`src/rtl/pipelined_subs_pkg.sv`:
```
// rtl/pipelined_subs_pkg.sv - shared constants and offset helper for the adds/subs pipeline pair
package pipelined_subs_pkg;

    localparam int DEFAULT_WIDTH  = 16;
    localparam int DEFAULT_STAGES = 2;
    localparam int DEFAULT_STEP   = 1;

    // Total amount a word moves through a pipe: stages*step, truncated to width bits.
    function automatic logic [63:0] total_offset(input int width, input int stages, input int step);
        logic [63:0] prod;
        logic [63:0] mask;
        prod = 64'(stages) * 64'(step);
        mask = (width >= 64) ? {64{1'b1}} : ((64'd1 << width) - 64'd1);
        return prod & mask;
    endfunction

endpackage

```
`src/rtl/pipelined_subs_if.sv`:
```
// rtl/pipelined_subs_if.sv - valid/ready stream bundle for pipelined_subs
interface pipelined_subs_if
    import pipelined_subs_pkg::*;
#(
    parameter int WIDTH = DEFAULT_WIDTH
);
    logic             in_valid;
    logic [WIDTH-1:0] in_data;
    logic             in_ready;
    logic             out_valid;
    logic [WIDTH-1:0] out_data;
    logic             out_ready;
    logic [WIDTH-1:0] out_count;

    modport slave (
        input  in_valid, in_data, out_ready,
        output in_ready, out_valid, out_data, out_count
    );

    modport master (
        output in_valid, in_data, out_ready,
        input  in_ready, out_valid, out_data, out_count
    );
endinterface

```
`src/rtl/pipelined_sub_stage.sv`:
```
// rtl/pipelined_sub_stage.sv - one enable-gated register stage that subtracts STEP on load
module pipelined_sub_stage
    import pipelined_subs_pkg::*;
#(
    parameter int WIDTH = DEFAULT_WIDTH,
    parameter int STEP  = DEFAULT_STEP
) (
    input  logic             clk,
    input  logic             rst,
    input  logic             en,
    input  logic             prev_valid,
    input  logic [WIDTH-1:0] prev_data,
    output logic             valid,
    output logic [WIDTH-1:0] data
);
    localparam logic [WIDTH-1:0] STEP_W = WIDTH'(STEP);

    // Data loads even for bubbles; the top masks it at the output.
    always_ff @(posedge clk) begin
        if (rst) begin
            valid <= 1'b0;
            data  <= '0;
        end else if (en) begin
            valid <= prev_valid;
            data  <= prev_data - STEP_W;
        end
    end
endmodule

```
`src/rtl/pipelined_subs.sv`:
```
// rtl/pipelined_subs.sv - STAGES-deep subtract pipeline with global stall and delivered-word counter
module pipelined_subs
    import pipelined_subs_pkg::*;
#(
    parameter int WIDTH  = DEFAULT_WIDTH,
    parameter int STAGES = DEFAULT_STAGES,
    parameter int STEP   = DEFAULT_STEP
) (
    input  logic                 clk,
    input  logic                 rst,
    pipelined_subs_if.slave      bus
);
    logic [STAGES-1:0] valid_s;
    logic [WIDTH-1:0]  data_s [STAGES];
    logic              advance;
    logic [WIDTH-1:0]  count;

    // Whole pipe stalls only when the last slot holds a word the sink refuses.
    assign advance      = !(valid_s[STAGES-1] && !bus.out_ready);
    assign bus.in_ready = advance;

    for (genvar s = 0; s < STAGES; s++) begin : g_stage
        if (s == 0) begin : g_first
            pipelined_sub_stage #(.WIDTH(WIDTH), .STEP(STEP)) u_stage (
                .clk        (clk),
                .rst        (rst),
                .en         (advance),
                .prev_valid (bus.in_valid),
                .prev_data  (bus.in_data),
                .valid      (valid_s[s]),
                .data       (data_s[s])
            );
        end else begin : g_next
            pipelined_sub_stage #(.WIDTH(WIDTH), .STEP(STEP)) u_stage (
                .clk        (clk),
                .rst        (rst),
                .en         (advance),
                .prev_valid (valid_s[s-1]),
                .prev_data  (data_s[s-1]),
                .valid      (valid_s[s]),
                .data       (data_s[s])
            );
        end
    end

    assign bus.out_valid = valid_s[STAGES-1];
    assign bus.out_data  = valid_s[STAGES-1] ? data_s[STAGES-1] : '0;
    assign bus.out_count = count;

    always_ff @(posedge clk) begin
        if (rst) begin
            count <= '0;
        end else if (valid_s[STAGES-1] && bus.out_ready) begin
            count <= count + WIDTH'(1);
        end
    end
endmodule

```
`src/flat_wrapper.sv`:
```
// flat-port wrapper written by rule: the top's interface ports become plain ports
module pipelined_subs_flat import pipelined_subs_pkg::*;
#(
    parameter int WIDTH  = DEFAULT_WIDTH,
    parameter int STAGES = DEFAULT_STAGES,
    parameter int STEP   = DEFAULT_STEP
)
  (clk, rst, bus_in_valid, bus_in_data, bus_out_ready, bus_in_ready, bus_out_valid, bus_out_data, bus_out_count);
  pipelined_subs_if #(.WIDTH(WIDTH)) bus_i ();
  input  logic clk;
  input  logic rst;
  input wire logic [$bits(bus_i.in_valid)-1:0] bus_in_valid;
  input wire logic [$bits(bus_i.in_data)-1:0] bus_in_data;
  input wire logic [$bits(bus_i.out_ready)-1:0] bus_out_ready;
  output wire logic [$bits(bus_i.in_ready)-1:0] bus_in_ready;
  output wire logic [$bits(bus_i.out_valid)-1:0] bus_out_valid;
  output wire logic [$bits(bus_i.out_data)-1:0] bus_out_data;
  output wire logic [$bits(bus_i.out_count)-1:0] bus_out_count;
  assign bus_i.in_valid = bus_in_valid;
  assign bus_i.in_data = bus_in_data;
  assign bus_i.out_ready = bus_out_ready;
  assign bus_in_ready = bus_i.in_ready;
  assign bus_out_valid = bus_i.out_valid;
  assign bus_out_data = bus_i.out_data;
  assign bus_out_count = bus_i.out_count;
  pipelined_subs #(.WIDTH(WIDTH), .STAGES(STAGES), .STEP(STEP)) u_core (.clk(clk), .rst(rst), .bus(bus_i));
endmodule
```
`config.mk`:
```
export PLATFORM = sky130hd
export DESIGN_NAME = pipelined_subs_flat
export DESIGN_NICKNAME = d
export VERILOG_FILES = /design/src/rtl/pipelined_subs_pkg.sv /design/src/rtl/pipelined_subs_if.sv /design/src/rtl/pipelined_sub_stage.sv /design/src/rtl/pipelined_subs.sv /design/src/flat_wrapper.sv
export SDC_FILE = /design/constraint.sdc
export NUM_CORES = 1
export LEC_CHECK = 0
export CAP_MARGIN = 20
export CORE_ASPECT_RATIO = 0.6
export CORE_MARGIN = 10
export CORE_UTILIZATION = 30
export DETAILED_ROUTE_END_ITERATION = 6
export PLACE_DENSITY = 0.55
export RECOVER_POWER = 100
export SKIP_LAST_GASP = 1
export SYNTH_ARGS = -nofsm -noshare
export SYNTH_HDL_FRONTEND = slang
export SYNTH_SLANG_ARGS = --single-unit
```
`constraint.sdc`:
```
create_clock -name clk -period 5.15 [get_ports clk]
set_clock_uncertainty 0.1 [all_clocks]
set_input_delay 1.03 -clock clk [delete_from_list [all_inputs] [get_ports clk]]
set_output_delay 1.03 -clock clk [all_outputs]
set_load 0.02 [all_outputs]
```
==> flow_metrics.tcl <==
set metrics [dict create \
    holdPathStages 2 \
    grt_max_degree 68 \
    synth_nets 325 \
    grt_pass1_wl_um 10700 \
    most-common-layout-cells "nor2_1 (56), dfxtp_1 (50), dlygate4sd3_1 (36), a211oi_1 (23), xnor2_1 (21)" \
    drive_gt1_share_pct 6.10 \
    cts_made_buffers 5 \
    start_util_pct 31.4 \
    routed_wl_um 6460 \
    timing.fmax_ghz 0.268 \
    wl_per_cell_um 14.3 \
    yosys_register_bits 50 \
    die_h_um 90.9 \
    insertion_delay_ns 0.28 \
    clkSinkCount 50 \
    fill_cells 841 \
    whs_endpoint "u_core.g_stage[1].g_next.u_stage.valid" \
    core_area_um2 8010 \
    cap_viol_max_count 0 \
    required_ns 4.02 \
    cp.arrival_ns 2.60 \
    antenna_found_initial 0 \
    holdWs_ns 0.356 \
    crit_type "in2out" \
    end_kind "output pin" \
    peakVddDrop_v 0.000105 \
    via_count 2161 \
    worst_pin_slew_ns 0.995 \
    min_period_ns 3.73 \
    drt.antenna.violating_nets 0 \
    syn_avg_cell_area_um2 8.32 \
    r2r-start "u_core.g_stage[1].g_next.u_stage.valid" \
    first_pass_iters 4 \
    final-setup-viol-count 0 \
    die_area_um2 12600 \
    synth_cell_types 32 \
    min_from "u_core.g_stage[0].g_first.u_stage.valid" \
    crit_fanout 7 \
    synth_edf_count 0 \
    antennaDiodeCount 0 \
    powerDensity_nw_per_um2 294 \
    synth_area_um2 2510 \
    die_x_um 138 \
    final_common_cell "nor2_1" \
    numPortBuffers 53 \
    rr_worst_depth 4 \
    grt_pass1_vias 2039 \
    clk_pin_slew_ns 0.06 \
    nets 366 \
    power.leakage_nw 1.27 \
    cts.path.max_buffers 2 \
    pin_count 54 \
    grt_use_total_pct 9.93 \
    rsz0062_at_grt "no" \
    cts_resized 0 \
    tns_ns 0 \
    r2r_end "u_core.bus.out_count[15]" \
    rrSetupSlack_ns 2.43 \
    slew-limit-headroom_pct 33.7 \
    grt-ovfl-total 0 \
    place_hpwl_um 4850 \
    yosysSeqAreaShare_pct 39.8 \
    row_count 25 \
    hold_viol_final 0 \
    run_status "complete, no violations" \
    async_reset_ff_share_pct 0 \
    cp-start-kind "primary input" \
    yosys_warnings 0 \
    cts_root_buf "clkbuf_16" \
    drt_iter0_drc 134 \
    drc 0 \
    total_power_uw 973 \
    period_share_pct 72.4 \
    post_cts_buffers 0 \
    ys.flop_type "dfxtp_1" \
    ctsHoldBuffers 0 \
    netlist_instances 302 \
    min_path_type "reg2reg" \
    htreeDepth 2 \
    area_growth_syn_to_layout_pct 31.6 \
    vias_per_cell 4.78 \
    gp_congestion 0.750 \
    drv_slew 0 \
    cts_tree "built" \
]
-- how the worst max path moves through the flow --
stage                  startpoint      endpoint  slack, ns  depth (start not counted)
detailed placement  bus_out_ready  bus_in_ready       1.56                          3
global placement    bus_out_ready  bus_in_ready       1.55                          3
CTS                 bus_out_ready  bus_in_ready       1.55                          3
global route        bus_out_ready  bus_in_ready       1.36                          3
finish              bus_out_ready  bus_in_ready       1.42                          3
floorplan           bus_out_ready  bus_in_ready       2.06                          4
-- state kept, by name (all words and copies together), names as in the netlist --
signal / count
u_core.bus.out_count: 16
u_core.g_stage.g_first.u_stage.data: 16
u_core.g_stage.g_next.u_stage.data: 16
u_core.g_stage.g_first.u_stage.valid: 1
u_core.g_stage.g_next.u_stage.valid: 1
-- Yosys cell counts (2+ instances only) --
cell      number  area [um2]
a211oi_1      23         173
a21oi_1        4        20.0
a311oi_1       9        78.8
and2_1        16         100
clkbuf_1      20        75.1
dfxtp_1       50        1000
ha_1           3        37.5
inv_1          8        30.0
mux2_2         4        45.0
nand2_1       11        41.3
nand3_1        8        40.0
nand4_1        4        25.0
nor2_1        56         210
nor2b_1        3        18.8
nor3_1         7        35.0
nor4_1        12        75.1
nor4b_1        2        17.5
o21ai_0        6        30.0
o31ai_1        2        15.0
or2_2          3        18.8
or3_1          9        56.3
or4_1          3        22.5
or4_4          2        22.5
or4b_1         2        20.0
xnor2_1       21         184
xor2_1         8        70.1
-- kinds of logic (layout without fill, tap and decap cells) --
kind of cell | after synthesis | in the layout | share of synthesized area (%)
muxes | 4 | 4 | 1.79
and+or+nand+nor | 144 | 144 | 30.0
adders and majority gates | 3 | 3 | 1.49
DFF | 50 | 50 | 39.8
buffers and inverters | 28 | 70 | 4.18
xor gates and xnor gates | 29 | 29 | 10.1
AOI/OAI and AO/OA | 44 | 44 | 12.6
-- layer usage --
layer  vias up  part of all wire, %  global-route usage (%)
met3         2                  6.5                    3.15
met1       959                   54                    15.0
met2        50                   39                    13.0
met4         0                 0.36                    1.84
met5         -                    0                       0
li1       1150                    -                       -
-- layout make-up --
type	instances	area, um2	area share, %
clock buffer	6	139	4.20
clock inverter	2	60.1	1.82
inverter	8	30.0	0.908
multi-input combinational	224	1410	42.6
sequential	50	1000	30.3
tap	108	135	4.09
timing repair buffer	54	533	16.1
-- worst max-delay path, cell delays in order --
cell           delay (ns)
dlygate4sd3_1        0.63
nand2b_2             0.24
dlygate4sd3_1        0.69
-- power breakdown --
group	leakage (nW)	total (mW)	internal [mW]	switching, mW
Clock	0.0971	0.427	0.291	0.136
Sequential	0.411	0.433	0.410	0.0230
Combinational	0.757	0.112	0.0535	0.0586
Total	1.27	0.973	0.755	0.218
-- stage by stage --
step / setup slack, ns / std cells / cell area (um2) / util (%)
3_5_place_dp: 1.56 / 444 / 3110 / 38.8
5_1_grt: 1.36 / 452 / 3310 / 41.3
6_report: 1.42 / 452 / 3310 / 41.3
3_3_place_gp: 1.55 / 444 / 3110 / 38.8
4_1_cts: 1.55 / 452 / 3310 / 41.3
2_1_floorplan: 2.06 / 302 / 2510 / -
Power figures use the tool's default switching activity.
